## config.mk

```make
export PLATFORM = sky130hd
export DESIGN_NAME = pool_row_sequencer
export DESIGN_NICKNAME = d
export VERILOG_FILES = /design/src/rtl/pool_row_sequencer.sv
export SDC_FILE = /design/constraint.sdc
export NUM_CORES = 1
export LEC_CHECK = 0
export BUFFER_PORTS_ARGS = -buffer_cell sky130_fd_sc_hd__buf_2
export CAP_MARGIN = 20
export CORE_MARGIN = 2
export CORE_UTILIZATION = 58
export DETAILED_ROUTE_END_ITERATION = 7
export GPL_TIMING_DRIVEN = 1
export HOLD_SLACK_MARGIN = 0.02
export PLACE_DENSITY_LB_ADDON = 0.3
export SYNTH_ARGS = -nofsm -noshare
export SYNTH_HDL_FRONTEND = slang
export SYNTH_SLANG_ARGS = --single-unit
```

## constraint.sdc

```tcl
create_clock -name clk -period 8.4 [get_ports clk]
set_input_delay 0.84 -clock clk [delete_from_list [all_inputs] [get_ports clk]]
set_output_delay 0.84 -clock clk [all_outputs]
set_load 0.02 [all_outputs]
```

## src/rtl/pool_row_sequencer.sv

```systemverilog
// pool_row_sequencer: row-level controller for the max-pool stage.
// Streams cfg_rows rows of cfg_col words from the feature buffer into the
// pool datapath. Between rows it waits for pool_end, then holds valid_in low
// for GAP_CYC cycles so the datapath sees a clean row start.
// Optional feature: define POOL_SEQ_TIMEOUT_EN to add a WAIT-state watchdog
// that flags err and forces the row complete after TMO_CYC cycles.
module pool_row_sequencer #(
    parameter int ADDR_W  = 12,
    parameter int ROW_W   = 10,
    parameter int GAP_CYC = 2,
    parameter int TMO_CYC = 64
) (
    input  logic              clk,
    input  logic              rst_n,
    input  logic              cfg_start,
    input  logic              abort,
    input  logic              cfg_pool_en,
    input  logic              cfg_layer1,
    input  logic [15:0]       cfg_col,
    input  logic [ROW_W-1:0]  cfg_rows,
    input  logic [ADDR_W-1:0] cfg_base,
    input  logic              pool_end,
    output logic              rd_en,
    output logic [ADDR_W-1:0] rd_addr,
    output logic              valid_in,
    output logic              pool_en,
    output logic              layer1,
    output logic [15:0]       col,
    output logic [ROW_W-1:0]  row_cnt,
    output logic              busy,
    output logic              done,
    output logic              err
);

    localparam int GAP_W = $clog2(GAP_CYC + 1);

    typedef enum logic [2:0] {
        S_IDLE,
        S_STREAM,
        S_WAIT,
        S_GAP,
        S_FIN
    } state_t;

    state_t             state;
    state_t             state_nxt;
    logic [15:0]        word_cnt;
    logic [GAP_W-1:0]   gap_cnt;
    logic [ROW_W-1:0]   rows_q;
    logic               cfg_ok;
    logic               last_word;
    logic               gap_last;
    logic               abort_hit;
    logic               tmo_hit;

    assign cfg_ok    = (cfg_col != 16'd0) && (cfg_rows != '0);
    assign last_word = (word_cnt == col - 16'd1);
    assign gap_last  = (gap_cnt == GAP_W'(GAP_CYC - 1));
    assign abort_hit = abort && (state != S_IDLE);

    assign rd_en = (state == S_STREAM);
    assign busy  = (state != S_IDLE) && (state != S_FIN);
    assign done  = (state == S_FIN) && !abort;

    // Next-state decode; abort overrides every other transition.
    always_comb begin
        state_nxt = state;
        case (state)
            S_IDLE: begin
                // An empty job spends its one busy cycle in GAP with rows_q=0,
                // which then falls straight through to FIN.
                if (cfg_start) state_nxt = cfg_ok ? S_STREAM : S_GAP;
            end
            S_STREAM: begin
                if (last_word) state_nxt = S_WAIT;
            end
            S_WAIT: begin
                if (pool_end || tmo_hit) state_nxt = S_GAP;
            end
            S_GAP: begin
                if (gap_last) state_nxt = (row_cnt < rows_q) ? S_STREAM : S_FIN;
            end
            S_FIN: begin
                state_nxt = S_IDLE;
            end
            default: begin
                state_nxt = S_IDLE;
            end
        endcase
        if (abort_hit) state_nxt = S_IDLE;
    end

    // State register plus config latch, address, word/gap/row counters.
    always_ff @(posedge clk) begin
        if (!rst_n) begin
            state    <= S_IDLE;
            valid_in <= 1'b0;
            pool_en  <= 1'b0;
            layer1   <= 1'b0;
            col      <= 16'd0;
            rows_q   <= '0;
            rd_addr  <= '0;
            row_cnt  <= '0;
            word_cnt <= 16'd0;
            gap_cnt  <= '0;
        end else begin
            state    <= state_nxt;
            valid_in <= rd_en;
            if (!abort_hit) begin
                case (state)
                    S_IDLE: begin
                        if (cfg_start) begin
                            pool_en  <= cfg_pool_en;
                            layer1   <= cfg_layer1;
                            col      <= cfg_col;
                            rows_q   <= cfg_ok ? cfg_rows : '0;
                            rd_addr  <= cfg_base;
                            row_cnt  <= '0;
                            word_cnt <= 16'd0;
                            gap_cnt  <= cfg_ok ? '0 : GAP_W'(GAP_CYC - 1);
                        end
                    end
                    S_STREAM: begin
                        // Address keeps running across rows; wraps at 2^ADDR_W.
                        rd_addr  <= rd_addr + ADDR_W'(1);
                        word_cnt <= last_word ? 16'd0 : word_cnt + 16'd1;
                    end
                    S_WAIT: begin
                        if (pool_end || tmo_hit) begin
                            row_cnt <= row_cnt + ROW_W'(1);
                            gap_cnt <= '0;
                        end
                    end
                    S_GAP: begin
                        gap_cnt <= gap_cnt + GAP_W'(1);
                    end
                    default: begin
                    end
                endcase
            end
        end
    end

`ifdef POOL_SEQ_TIMEOUT_EN
    localparam int TMO_W = $clog2(TMO_CYC + 1);

    logic [TMO_W-1:0] tmo_cnt;

    assign tmo_hit = (state == S_WAIT) && (tmo_cnt == TMO_W'(TMO_CYC - 1));

    // WAIT watchdog: counter restarts on every WAIT entry; err is sticky until the next start.
    always_ff @(posedge clk) begin
        if (!rst_n) begin
            tmo_cnt <= '0;
            err     <= 1'b0;
        end else begin
            tmo_cnt <= (state == S_WAIT) ? tmo_cnt + TMO_W'(1) : '0;
            if ((state == S_IDLE) && cfg_start)
                err <= 1'b0;
            else if (tmo_hit && !pool_end && !abort)
                err <= 1'b1;
        end
    end
`else
    assign tmo_hit = 1'b0;
    assign err     = 1'b0;
`endif

endmodule

```

==> impl_metrics.yaml <==
worst_setup_path:
  worstPathMaxFanout: 12
  slowest_stage: "or4_4"
  r2r-start: "col[6]$_SDFFE_PN0P_"
  worst_path_dominant_cell_family: "compound AO/OA/AOI/OAI gates"
  critical_path_required_ps: 8620
  critical_path_source: "col[6]$_SDFFE_PN0P_"
  critical_path_buf_inv_count: 0
  timing.critical_path.from_type: "flip-flop"
  cp_common_cell: "a2111o_1"
  critPathKind: "flip-flop to flip-flop"
  timing.critical_path.arrival_ps: 3350
  worstSetupEndpointType: "flip-flop"
  cp_cell_sequence: "or4_4 > nor3_2 > mux2_2 > a2111o_1 > a2111o_1 > o21ai_2 > nor2_1"
  critical-path-max-stage-delay_ps: 590
synth:
  synth-seq-cells: 72
  yosys-mux-area-fraction_pct: 0.572
  mappedNetlistNets: 562
  ys.warnings.count: 0
  yosysSeqAreaShare_pct: 36.6
  synth.avg_cell_area_um2: 7.83
  synth.lib_cells_used.distinct: 63
  synth_top_family_by_area: "simple AND/OR/NAND/NOR gates"
  synthCells: 503
  yosys.area_share.simple_pct: 25.8
  synth_area_mm2: 0.00394
  synth_compound_area_share_pct: 19.1
  synth_adder_area_share_pct: 4.45
  synth_xor_xnor_area_share_pct: 8.23
  synth_top_flop_cell: "dfxtp_1"
  ys_async_sr_fraction_pct: 0
  post_synth_edffs: 0
placement:
  routabilityCongestion: 0.945
  detailedPlacementHpwl_mm: 7.49
  place_inst: 649
  dp_slack_ps: 5320
  port_buffers: 88
  post_dp_cell_area_mm2: 0.00437
global_routing:
  grtUsageMet2_pct: 44.0
  grt_pass1_vias: 3613
  antenna_found_initial: 0
  grt_start_max_net_pins: 35
  groute.layer.met3.usage_pct: 5.62
  grt_first_pass_wirelength_mm: 16.5
  grt_use_total_pct: 27.7
  overflow: 0
  grt.met1_usage_pct: 36.4
  busiest_layer: "met2"
route:
  num_vias: 4022
  detailedRoute.firstPassIterationCount: 5
  drt_wl_total_mm: 10.2
  post_drt_via_cell_ratio: 6.05
  drc: 0
  dr.first_iter.drc_count: 217
  drt.antenna.violating_nets: 0
  wire_per_inst_um: 15.3
hold_path:
  worst_hold_startpoint: "layer1$_SDFFE_PN0P_"
  hp-class: "flip-flop to flip-flop"
final_layout:
  num_antenna_cells: 0
  area_delta_synth_final_pct: 16.6
  number_of_nets_in_the_final_layout: 639
  post_route_cells_drive_above_1_share_pct: 20.2
  stdcell_area_mm2: 0.00459
  layout.core_utilization_pct: 68.8
  final-instance-count-excl-fill: 665
  filler_cell_count: 572
cts:
  tritoncts_sinks: 72
  cts.clk_slew.worst_paths_ps: 90
  cts_root_buffer_type: "clkbuf_8"
  cts_buffers: 9
  ctsResizeCount: 0
  insertion_delay_ps: 360
  tritoncts: "yes"
  cts.repair_timing.setup_buffer_count: 0
  cts_hold_repair.buffers: 0
  maximum_clock_path_buffer_count: 2
  h-tree-depth: 3
pwr:
  p_per_area_mw_per_mm2: 200
  p_sw_share_pct: 33.0
  p_int_uw: 615
  part_of_the_power_in_the_clock_network_pct: 34.2
  share_seq_of_total_power_pct: 43.3
  power_switching_uw: 303
  p_leak_nw: 1.97
  power_frac_comb_pct: 22.5
  vdd_drop_max_mv: 0.121
die:
  rows: 30
  chip_width_um: 86.4
  start_util_pct: 59.0
  top_level_ports: 90
  floorplan.die_area_mm2: 0.00747
  placeableCoreArea_mm2: 0.00668
  fp.dieH_um: 86.4
run:
  maxCapViolCount: 0
timing:
  timing_max_transition_violations_final: 0
  finalCritPeriodShare_pct: 37.3
  setup_total_negative_slack_ps: 0
  grt_setup_unrepaired: "no"
  post-route-worst-setup-slack_ps: 5270
  min_period_ps: 3130
  finClkSkew_ps: 15.2
  worst_slew_pin_slew_ps: 1060
  report.final.hold_viol_count: 0
  max_freq_mhz: 319
  worst_slew_margin_pct: 29.1
  setup_violations: 0
outcome:
  status: "finished, final reports clean"
==> per-layer routing <==
metal / part of all wire, % / vias to the layer above
met3: 7.5 / 35
met5: 0 / -
met2: 46 / 192
met1: 44 / 1860
li1: - / 1935
met4: 2.6 / 0
==> area by class of cell <==
cell class	instances	area, um^2	area share (%)
multi-input cells	386	2300	50.0
inverters	22	82.6	1.80
clock buffers	9	124	2.70
repair buffers	89	448	9.75
well taps	80	100	2.18
clock inverters	7	103	2.23
flip-flops and latches	72	1440	31.4
==> path summary, 6_finish.rpt <==
path                            cells after the start                   endpoint  slack (ps)
worst max-delay path                                7  word_cnt[14]$_SDFFE_PN0P_        5270
worst min-delay path                                2        layer1$_SDFFE_PN0P_         460
worst max register to register                      7  word_cnt[14]$_SDFFE_PN0P_        5270
worst min register to register                      2        layer1$_SDFFE_PN0P_         460
==> synthesized netlist by cell type (3+ instances only) <==
master | number | area [um^2]
o21ai_0 | 26 | 130
nor2_1 | 42 | 158
a21oi_1 | 44 | 220
dfxtp_1 | 72 | 1440
nand3_1 | 22 | 110
inv_1 | 21 | 78.8
ha_1 | 14 | 175
buf_6 | 3 | 33.8
nor3_1 | 13 | 65.1
a31oi_1 | 3 | 18.8
nor2b_1 | 5 | 31.3
nor4_1 | 9 | 56.3
nand4_1 | 11 | 68.8
nand2_1 | 77 | 289
nand2b_1 | 7 | 43.8
a21o_1 | 5 | 37.5
xor2_1 | 26 | 228
clkbuf_1 | 17 | 63.8
and3_1 | 8 | 50.1
xnor2_1 | 11 | 96.3
o22ai_1 | 8 | 50.1
a211oi_1 | 9 | 67.6
==> sequential cells by signal, summed over array words and instances, names as in the netlist <==
signal	cells
valid_in	1
row_cnt	10
layer1	1
gap_cnt	2
pool_en	1
word_cnt	16
state	3
rd_addr	12
col	16
rows_q	10
==> cells by family (layout without fill, tap and decap cells) <==
family / Yosys count / after routing
other: 1 / 1
buffers and inverters: 45 / 127
AO/OA/AOI/OAI: 120 / 120
multiplexers: 2 / 2
flip-flops: 72 / 72
XOR/XNOR: 37 / 37
AND/OR/NAND/NOR: 212 / 212
adder cells (fa/ha/maj): 14 / 14
==> stage by stage <==
step,power [mW],hold slack [ps]
final,0.918,459
after CTS,0.919,464
after global routing,0.961,481
after floorplan,0.545,432
after global placement,0.601,445
after detailed placement,0.608,451
==> power by group through the flow <==
stage | Sequential, mW | Clock [mW] | Combinational [mW]
finish | 0.397 | 0.314 | 0.207
global route | 0.401 | 0.332 | 0.228
CTS | 0.396 | 0.317 | 0.205
detailed placement | 0.404 | 0 | 0.204
global placement | 0.403 | 0 | 0.197
floorplan | 0.413 | 0 | 0.132
==> cell usage in the layout (no fill, tap or decap), types with 2 or more instances in the layout <==
cell type	n
a221oi_1	2
o22ai_1	8
nor3_1	12
clkinv_4	2
nor4_1	9
a21oi_1	44
nand3_1	22
inv_6	2
nand2_1	77
nand4b_1	2
or3_1	2
or2_2	2
buf_2	88
a41oi_1	2
o21bai_1	2
a31oi_1	3
ha_1	14
clkbuf_8	9
mux2_2	2
xnor2_1	11
dfxtp_1	72
bufinv_16	2
inv_1	21
a21o_1	5
o31ai_1	2
xor2_1	26
nand2b_1	7
nor2_1	42
nor3_2	2
nor2b_1	5
and3_1	8
a211oi_1	9
o21ai_0	26
nand4_1	11
a2111o_1	2
==> worst register-to-register path: cells and delay by family (launching register included) <==
kind               cells  cell delay, ps
muxes                  1             370
DFF                    1             420
and+or+nand+nor        3             900
AOI/OAI and AO/OA      3            1300
Power figures use the tool's default switching activity.
